===== src/rtl/fetch_unit_if.sv =====
// Bundle of the fetch unit's program-memory, redirect and decode-handshake signals.
// master = fetch unit side, slave = memory/decode side.
interface fetch_unit_if #(
  parameter int unsigned BIT_WIDTH       = 32,
  parameter int unsigned ADDR_WIDTH      = 32,
  parameter int unsigned IMEM_ADDR_WIDTH = 6,
  parameter int unsigned FIFO_DEPTH      = 4
);
    logic                           redirect;
    logic [ADDR_WIDTH-1:0]          redirect_pc;
    logic [IMEM_ADDR_WIDTH-1:0]     imem_addr;
    logic [BIT_WIDTH-1:0]           imem_q;
    logic                           out_valid;
    logic                           out_ready;
    logic [BIT_WIDTH-1:0]           out_instr;
    logic [ADDR_WIDTH-1:0]          out_pc;
    logic [ADDR_WIDTH-1:0]          out_pc_plus4;
    logic [$clog2(FIFO_DEPTH):0]    fifo_count;

    modport master (
        input  redirect, redirect_pc, imem_q, out_ready,
        output imem_addr, out_valid, out_instr, out_pc, out_pc_plus4, fifo_count
    );

    modport slave (
        output redirect, redirect_pc, imem_q, out_ready,
        input  imem_addr, out_valid, out_instr, out_pc, out_pc_plus4, fifo_count
    );
endinterface


===== src/rtl/fetch_unit.sv =====
// Instruction-fetch front end: owns the fetch PC, drives a one-cycle-latency
// program memory and buffers fetched words in a prefetch queue towards decode.
module fetch_unit #(
    parameter int unsigned          BIT_WIDTH       = 32,
    parameter int unsigned          ADDR_WIDTH      = 32,
    parameter int unsigned          IMEM_ADDR_WIDTH = 6,
    parameter int unsigned          FIFO_DEPTH      = 4,
    parameter logic [ADDR_WIDTH-1:0] RESET_PC       = '0
) (
    input  logic        clk,
    input  logic        rst,
    fetch_unit_if.master bus
);
    localparam int unsigned PW = $clog2(FIFO_DEPTH);
    localparam int unsigned CW = PW + 1;

    logic [ADDR_WIDTH-1:0] fpc_q, fpc_d;
    logic                  req_v_q, req_v_d;
    logic [ADDR_WIDTH-1:0] req_pc_q, req_pc_d;
    logic [PW-1:0]         rd_q, rd_d, wr_q, wr_d;
    logic [CW-1:0]         count_q, count_d;

    logic [BIT_WIDTH-1:0]  instr_mem [FIFO_DEPTH];
    logic [ADDR_WIDTH-1:0] pc_mem    [FIFO_DEPTH];

    logic                  out_valid;
    logic                  pop, push, issue;
    logic [CW:0]           credit;

    assign out_valid = (count_q != '0);
    assign pop       = out_valid && bus.out_ready;
    assign push      = req_v_q && !bus.redirect;
    // Credit counts the in-flight word so a pending response always has a slot.
    assign credit    = {1'b0, count_q} - (CW+1)'(pop) + (CW+1)'(req_v_q);
    assign issue     = !bus.redirect && (credit < (CW+1)'(FIFO_DEPTH));

    always_comb begin
        fpc_d    = fpc_q;
        req_v_d  = issue;
        req_pc_d = req_pc_q;
        rd_d     = rd_q;
        wr_d     = wr_q;
        count_d  = count_q;
        if (bus.redirect) begin
            fpc_d   = bus.redirect_pc & ~ADDR_WIDTH'(3);
            req_v_d = 1'b0;
            rd_d    = '0;
            wr_d    = '0;
            count_d = '0;
        end else begin
            if (issue) begin
                req_pc_d = fpc_q;
                fpc_d    = fpc_q + ADDR_WIDTH'(4);
            end
            if (push) wr_d = wr_q + PW'(1);
            if (pop)  rd_d = rd_q + PW'(1);
            count_d = count_q + CW'(push) - CW'(pop);
        end
    end

    always_ff @(posedge clk or negedge rst) begin
        if (!rst) begin
            fpc_q    <= RESET_PC;
            req_v_q  <= 1'b0;
            req_pc_q <= '0;
            rd_q     <= '0;
            wr_q     <= '0;
            count_q  <= '0;
        end else begin
            fpc_q    <= fpc_d;
            req_v_q  <= req_v_d;
            req_pc_q <= req_pc_d;
            rd_q     <= rd_d;
            wr_q     <= wr_d;
            count_q  <= count_d;
        end
    end

    // Payload storage needs no reset: entries are only visible while counted.
    always_ff @(posedge clk) begin
        if (push) begin
            instr_mem[wr_q] <= bus.imem_q;
            pc_mem[wr_q]    <= req_pc_q;
        end
    end

    assign bus.imem_addr    = fpc_q[IMEM_ADDR_WIDTH+1:2];
    assign bus.out_valid    = out_valid;
    assign bus.out_instr    = out_valid ? instr_mem[rd_q] : '0;
    assign bus.out_pc       = out_valid ? pc_mem[rd_q] : '0;
    assign bus.out_pc_plus4 = out_valid ? pc_mem[rd_q] + ADDR_WIDTH'(4) : '0;
    assign bus.fifo_count   = count_q;

    a_no_overflow: assert property (@(posedge clk) disable iff (!rst)
        !(push && (count_q == CW'(FIFO_DEPTH)) && !pop))
        else $error("fetch_unit: push into full prefetch queue");

endmodule


===== src/flat_wrapper.sv =====
// flat-port wrapper written by rule: the top's interface ports become plain ports
module fetch_unit_flat 
#(
    parameter int unsigned          BIT_WIDTH       = 32,
    parameter int unsigned          ADDR_WIDTH      = 32,
    parameter int unsigned          IMEM_ADDR_WIDTH = 6,
    parameter int unsigned          FIFO_DEPTH      = 4,
    parameter logic [ADDR_WIDTH-1:0] RESET_PC       = '0
)
  (clk, rst, bus_redirect, bus_redirect_pc, bus_imem_q, bus_out_ready, bus_imem_addr, bus_out_valid, bus_out_instr, bus_out_pc, bus_out_pc_plus4, bus_fifo_count);
  fetch_unit_if #(.BIT_WIDTH(BIT_WIDTH), .ADDR_WIDTH(ADDR_WIDTH), .IMEM_ADDR_WIDTH(IMEM_ADDR_WIDTH), .FIFO_DEPTH(FIFO_DEPTH)) bus_i ();
  input  logic clk;
  input  logic rst;
  input wire logic [$bits(bus_i.redirect)-1:0] bus_redirect;
  input wire logic [$bits(bus_i.redirect_pc)-1:0] bus_redirect_pc;
  input wire logic [$bits(bus_i.imem_q)-1:0] bus_imem_q;
  input wire logic [$bits(bus_i.out_ready)-1:0] bus_out_ready;
  output wire logic [$bits(bus_i.imem_addr)-1:0] bus_imem_addr;
  output wire logic [$bits(bus_i.out_valid)-1:0] bus_out_valid;
  output wire logic [$bits(bus_i.out_instr)-1:0] bus_out_instr;
  output wire logic [$bits(bus_i.out_pc)-1:0] bus_out_pc;
  output wire logic [$bits(bus_i.out_pc_plus4)-1:0] bus_out_pc_plus4;
  output wire logic [$bits(bus_i.fifo_count)-1:0] bus_fifo_count;
  assign bus_i.redirect = bus_redirect;
  assign bus_i.redirect_pc = bus_redirect_pc;
  assign bus_i.imem_q = bus_imem_q;
  assign bus_i.out_ready = bus_out_ready;
  assign bus_imem_addr = bus_i.imem_addr;
  assign bus_out_valid = bus_i.out_valid;
  assign bus_out_instr = bus_i.out_instr;
  assign bus_out_pc = bus_i.out_pc;
  assign bus_out_pc_plus4 = bus_i.out_pc_plus4;
  assign bus_fifo_count = bus_i.fifo_count;
  fetch_unit #(.BIT_WIDTH(BIT_WIDTH), .ADDR_WIDTH(ADDR_WIDTH), .IMEM_ADDR_WIDTH(IMEM_ADDR_WIDTH), .FIFO_DEPTH(FIFO_DEPTH), .RESET_PC(RESET_PC)) u_core (.clk(clk), .rst(rst), .bus(bus_i));
endmodule

===== config.mk =====
export PLATFORM = sky130hd
export DESIGN_NAME = fetch_unit_flat
export DESIGN_NICKNAME = d
export VERILOG_FILES = /design/src/rtl/fetch_unit_if.sv /design/src/rtl/fetch_unit.sv /design/src/flat_wrapper.sv
export SDC_FILE = /design/constraint.sdc
export NUM_CORES = 1
export LEC_CHECK = 0
export ABC_AREA = 1
export CORE_MARGIN = 2
export CORE_UTILIZATION = 40
export CTS_CLUSTER_DIAMETER = 100
export DETAILED_ROUTE_END_ITERATION = 8
export PLACE_DENSITY_LB_ADDON = 0.2
export SYNTH_ARGS = -nofsm -noshare
export SYNTH_HDL_FRONTEND = slang
export SYNTH_SLANG_ARGS = --single-unit

===== constraint.sdc =====
create_clock -name clk -period 9.14 [get_ports clk]
set_clock_uncertainty 0.15 [all_clocks]
set_input_delay 1.828 -clock clk [delete_from_list [all_inputs] [get_ports clk]]
set_output_delay 1.828 -clock clk [all_outputs]
set_load 0.03 [all_outputs]

==> qor.yml, run 1 <==
grt.overflow.total: 0
setup_tns_ns: 0
maxUsedRoutingLayer: "met4"
wl_met1_mm: 17.8
cts_buffers: 36
report.final.slew_viol_count: 0
post-dp-hpwl_mm: 25.4
cpPeakStageDelay_ns: 0.83
ys_warn_count: 0
cp.arrival_ns: 4.64
first_pass_iters: 7
wl_per_cell_um: 16.9
clk_pin_slew_ns: 0.06
drt_iter0_markers: 873
powerDensity_nw_per_um2: 337
synth.distinct_cells: 31
port_buffers: 167
drv_cap: 0
crit_buf_inv: 3
mostFrequentLayoutCell: "nand2_1"
vias: 11400
post-cts-setup-buffers: 0
path_class: "register to output pin"
fin_area_um2: 18300
finalSetupViolCount: 0
grt_max_degree: 134
multi_input_area_um2: 5230
final_cells: 2329
die_h_um: 199
slowest_stage: "dfrtp_4"
routed_wl_mm: 39.4
worst_setup_path_end_kind: "output pin"
synth_area_leaders: "edfxtp_1 (49%), nand2_1 (13%), dfrtp_1 (11%), nor2_1 (6.5%), nand3_1 (3.5%)"
die_area_um2: 39400
hold_buffers: 0
final_cell_mix: "nand2_1 (519), nor2_1 (256), edfxtp_1 (248), clkdlybuf4s50_1 (165)"
nNetsFinal: 1870
max_freq_ghz: 0.151
antenna_found_initial: 0
cp-start-kind: "register"
fill_cells: 3527
avgViaCountPerCell: 4.90
ant_nets: 0
cp_common_cell: "nand2_1"
seq_area_frac_synth_pct: 60.4
period_share_pct: 72.4
area_growth_pct: 20.6
wl_met3_mm: 2.10
yosys.area.top_type: "edfxtp_1"
rows: 71
syn_inst: 1653
initial_utilization_pct: 40.4
tightestPinTransition_ns: 1.07
io_pins: 174
slew_headroom_pct: 28.4
clock_latency_ns: 0.52
cp_cell_sequence: "buf_4 -> nand2_1 -> nand2_1 -> nand2_1 -> nand2_1 -> ha_1 -> nand3_2 -> nor2_4 -> nand3_2 -> nor2_4 -> nand2_1 -> nand2_1 -> inv_1 -> nor2_1 -> clkdlybuf4s50_1"
ys_seq_elements: 316
place_congestion: 0.875
drc: 0
yosysTopAreaCellShare_pct: 49.2
syn-cell-area_um2: 15100
outcome: "complete, no violations"
cts_root_buf: "clkbuf_16"
grt_pass1_vias: 10900
avgSynthCellArea_um2: 9.16
placed_cells: 2263
cts_max_path_buffers: 3
report.final.hold_viol_count: 0
dpl_cell_area_um2: 17100
finalCriticalPeriod_ns: 6.61
drive_above_1_share_pct: 5.34
track_usage_pct: 20.0
n_antenna_cell: 0
min_path_type: "register to register"
fin_util_pct: 48.7
cts_resized: 0
cp_max_fo: 84
clock-sinks: 316
fp.dieW_um: 199
cp_top_family: "buffers and inverters"
core_area_um2: 37500
rsz0062_at_grt: "false"
power_w: 0.00615
cts_tree: "yes"
p_leak_nw: 7.14
dr_wl_met2_mm: 18.6
cp.required_ns: 7.16
irDropWorstVdd_mv: 0.156
grt_pass1_wl_mm: 60.6
h-tree-depth: 2
register_area_um2: 9150
cell type report:
class / count / area share, %
clock buffers: 51 / 5.41
clock inverters: 15 / 0.747
inverters: 93 / 1.94
multi-input cells: 1164 / 28.6
flip-flops and latches: 316 / 50.2
well taps: 511 / 3.50
repair buffers: 179 / 9.60
synthesized netlist by cell type:
master,count
o21ai_0,105
buf_4,18
nand2_1,519
xor2_1,23
inv_1,88
conb_1,1
a31oi_1,2
inv_6,1
nor2_2,7
buf_2,27
nand4_1,5
nor2_1,261
buf_1,13
nand3_1,105
clkbuf_1,19
nand2_2,7
a21oi_1,51
edfxtp_1,248
nor3b_1,2
o21ai_1,1
buf_6,6
nand3_2,2
o211ai_1,8
a32oi_1,1
dfrtp_1,68
o21a_1,24
ha_1,11
inv_2,4
nor2_4,5
fa_1,1
nor3_1,20
kinds of logic after synthesis:
family          synth area share [%]
fa+ha+maj                       1.04
simple gates                    24.9
compound gates                  6.92
other cells                   0.0248
buf+inv                         5.37
flops                           60.4
xor+xnor                        1.33
flip-flops by register name (all words and copies together) (netlist names):
| register | cells |
|---|---|
| u_core.instr_mem | 128 |
| u_core.pc_mem | 120 |
| u_core.fpc_q | 30 |
| u_core.req_pc_q | 30 |
| u_core.bus.fifo_count | 3 |
| u_core.rd_q | 2 |
| u_core.wr_q | 2 |
| u_core.req_v_q | 1 |
metal layers:
layer  track usage (%)  vias up
met5                 0        -
met4              5.42        0
met3              3.05       58
met2              33.7      265
met1              27.1     5365
li1                  -     5724
where the power goes:
group / switching [W] / leakage [nW] / internal [W]
combinational: 0.00179 / 3.54 / 0.000912
sequential: 0.000260 / 3.05 / 0.00183
clock: 0.000570 / 0.543 / 0.000791
total: 0.00262 / 7.14 / 0.00354
stage by stage:
step,hold slack (ns),setup WS [ns]
floorplan,0.320,3.60
global placement,0.347,3.08
detailed placement,0.353,3.07
CTS,0.366,2.50
global route,0.389,2.19
finish,0.365,2.53
final timing paths:
kind / startpoint / to / slack, ns / depth (start not counted)
max: u_core.rd_q[0] / bus_out_pc_plus4[22] / 2.53 / 15
min: u_core.req_pc_q[17] / u_core.pc_mem[1][17] / 0.36 / 0
max reg2reg: u_core.bus.fifo_count[0] / u_core.fpc_q[21] / 4.80 / 16
min reg2reg: u_core.req_pc_q[17] / u_core.pc_mem[1][17] / 0.36 / 0
max in group asynchronous: rst / u_core.rd_q[0] / 6.78 / 2
min in group asynchronous: rst / u_core.fpc_q[29] / 1.36 / 2
(Power assumes the default switching activity.)
==> run 2, diff against run 1 <==
==> constraint.sdc (replaced) <==
create_clock -name clk -period 6.5 [get_ports clk]
set_clock_uncertainty 0.15 [all_clocks]
set_input_delay 1.3 -clock clk [delete_from_list [all_inputs] [get_ports clk]]
set_output_delay 1.3 -clock clk [all_outputs]
set_load 0.03 [all_outputs]
==> qor.yml, run 2 (synthesis gave the netlist of run 1 again) <==
clock_latency_ns: 0.52  # about the same
routed_wl_mm: 39.5  # +0.17%
tightestPinTransition_ns: 1.06  # -0.0126 ns
area_growth_pct: 20.9
worst-r2r-setup-slack_ns: 2.45  # -2.35 ns
drt_iter0_markers: 843  # -3.4%
period_share_pct: 86.3
clk_pin_slew_ns: 0.06  # about the same
place_congestion: 0.888  # +1.5%
outcome: "complete, no violations"
wl_per_cell_um: 16.9  # about the same
mostFrequentLayoutCell: "nand2_1"
combPwrFrac_pct: 44.5  # +0.6 points
cts_root_buf: "clkbuf_16"
finalCriticalPeriod_ns: 5.61
cp.required_ns: 5.05  # -2.11 ns
grt_pass1_vias: 11300  # +2.9%
post-dp-hpwl_mm: 25.8  # +1.4%
cp.arrival_ns: 4.16  # -0.48 ns
avgViaCountPerCell: 4.95  # +1.0%
report.final.slew_viol_count: 0  # unchanged
port_buffers: 167  # unchanged
worst_slack_ns: 0.892  # -1.63 ns
power_frac_clock_pct: 21.9  # -0.2 points
grt.overflow.total: 0  # unchanged
ant_nets: 0  # unchanged
slew_headroom_pct: 29.2  # +0.84 points
io_pins: 174  # unchanged
nNetsFinal: 1874  # +0.21%
report.final.hold_viol_count: 0  # unchanged
vias: 11500  # +1.1%
fill_cells: 3504  # -0.65%
n_antenna_cell: 0  # unchanged
finalSetupViolCount: 0  # unchanged
track_usage_pct: 20.3  # +0.31 points
hold_buffers: 0  # unchanged
setup_tns_ns: 0  # unchanged
largest-register: "u_core.instr_mem"
max_freq_ghz: 0.178
min_path_type: "register to register"
irDropWorstVdd_mv: 0.304  # +95%
cts_tree: "yes"
pre_cts_slack_ns: 1.42  # -1.65 ns
h-tree-depth: 2  # unchanged
drv_cap: 0  # unchanged
cp_max_fo: 73  # -13%
fp.dieW_um: 199  # unchanged
largest_reg_flops: 128  # unchanged
powerDensity_nw_per_um2: 474  # +40%
path_class: "register to output pin"
grt_pass1_wl_mm: 61.7  # +1.7%
die_h_um: 199  # unchanged
seqPwrFrac_pct: 33.6  # -0.4 points
cts_resized: 0  # unchanged
first_pass_iters: 5  # -2
initial_utilization_pct: 40.4  # unchanged
p_leak_nw: 7.16  # +0.33%
cts_buffers: 36  # unchanged
cts_max_path_buffers: 3  # unchanged
cp-start-kind: "register"
drc: 0  # unchanged
grt_max_degree: 90  # -33%
post-cts-setup-buffers: 0  # unchanged
final_cell_mix: "nand2_1 (519), nor2_1 (256), edfxtp_1 (248), clkdlybuf4s50_1 (165)"
p_sw_share_pct: 42.5  # -0.075 points
top_regs: "u_core.instr_mem: 128 flops, u_core.pc_mem: 120 flops"
holdWs_ns: 0.369  # +0.00396 ns
antenna_found_initial: 0  # unchanged
p_switching_w: 0.00368  # +41%
worst_setup_path_end_kind: "output pin"
rsz0062_at_grt: "false"
drive_above_1_share_pct: 5.49  # +0.16 points
die_area_um2: 39400  # unchanged
fin_util_pct: 48.8  # +0.14 points
core_area_um2: 37500  # unchanged
clock-sinks: 316  # unchanged
rows: 71  # unchanged
internal-power_w: 0.00499  # +41%
## run 2: area by class of cell
cell class / count / area (um^2) / share of cell area, %
inverter: 93 / 354 / 1.93
multi-input combinational: 1164 / 5230 / 28.6
clock inverter: 22 / 186 / 1.02
clock buffer: 42 / 923 / 5.04
tap: 511 / 639 / 3.49
timing repair buffer: 183 / 1820 / 9.94
sequential: 316 / 9150 / 50.0
## run 2: power by group through the flow
stage	clock network [W]	registers, W	logic [W]
3_5_place_dp	0	0.00294	0.00388
5_1_grt	0.00203	0.00295	0.00426
6_report	0.00190	0.00291	0.00386
2_1_floorplan	0	0.00281	0.00258
3_3_place_gp	0	0.00293	0.00383
4_1_cts	0.00195	0.00291	0.00389
## run 2: through the flow
step	power, W	area, um^2	cells
floorplan	0.00540	15100	1656
global placement	0.00676	17200	2267
detailed placement	0.00683	17200	2267
CTS	0.00875	18300	2331
global route	0.00924	18300	2331
finish	0.00867	18300	2331
## run 2: critical path, stage by stage (launching register included)
cell	delay [ns]
dfrtp_2	0.56
inv_2	0.34
buf_4	0.77
nand2_1	0.11
nand2_1	0.18
nand2_1	0.08
nor2_1	0.20
nand2_1	0.14
nor2_4	0.17
o21ai_0	0.10
nor2_1	0.23
clkdlybuf4s50_1	0.72
## run 2: final timing paths
check	startpoint	endpoint	cells after the start
hold reg to reg	u_core.req_pc_q[14]	u_core.pc_mem[3][14]	0
max in group asynchronous	rst	u_core.rd_q[0]	2
hold / removal	u_core.req_pc_q[14]	u_core.pc_mem[3][14]	0
min in group asynchronous	rst	u_core.fpc_q[27]	2
setup reg to reg	u_core.bus.fifo_count[2]	u_core.req_pc_q[29]	15
setup / recovery	u_core.rd_q[1]	bus_out_pc_plus4[15]	11
## run 2: layer usage
layer / up-vias / GRT usage [%] / wire (um)
met5: - / 0 / 0
li1: 5735 / - / -
met2: 280 / 33.9 / 18600
met4: 0 / 6.58 / 1130
met1: 5459 / 27.3 / 17900
met3: 66 / 3.03 / 1900
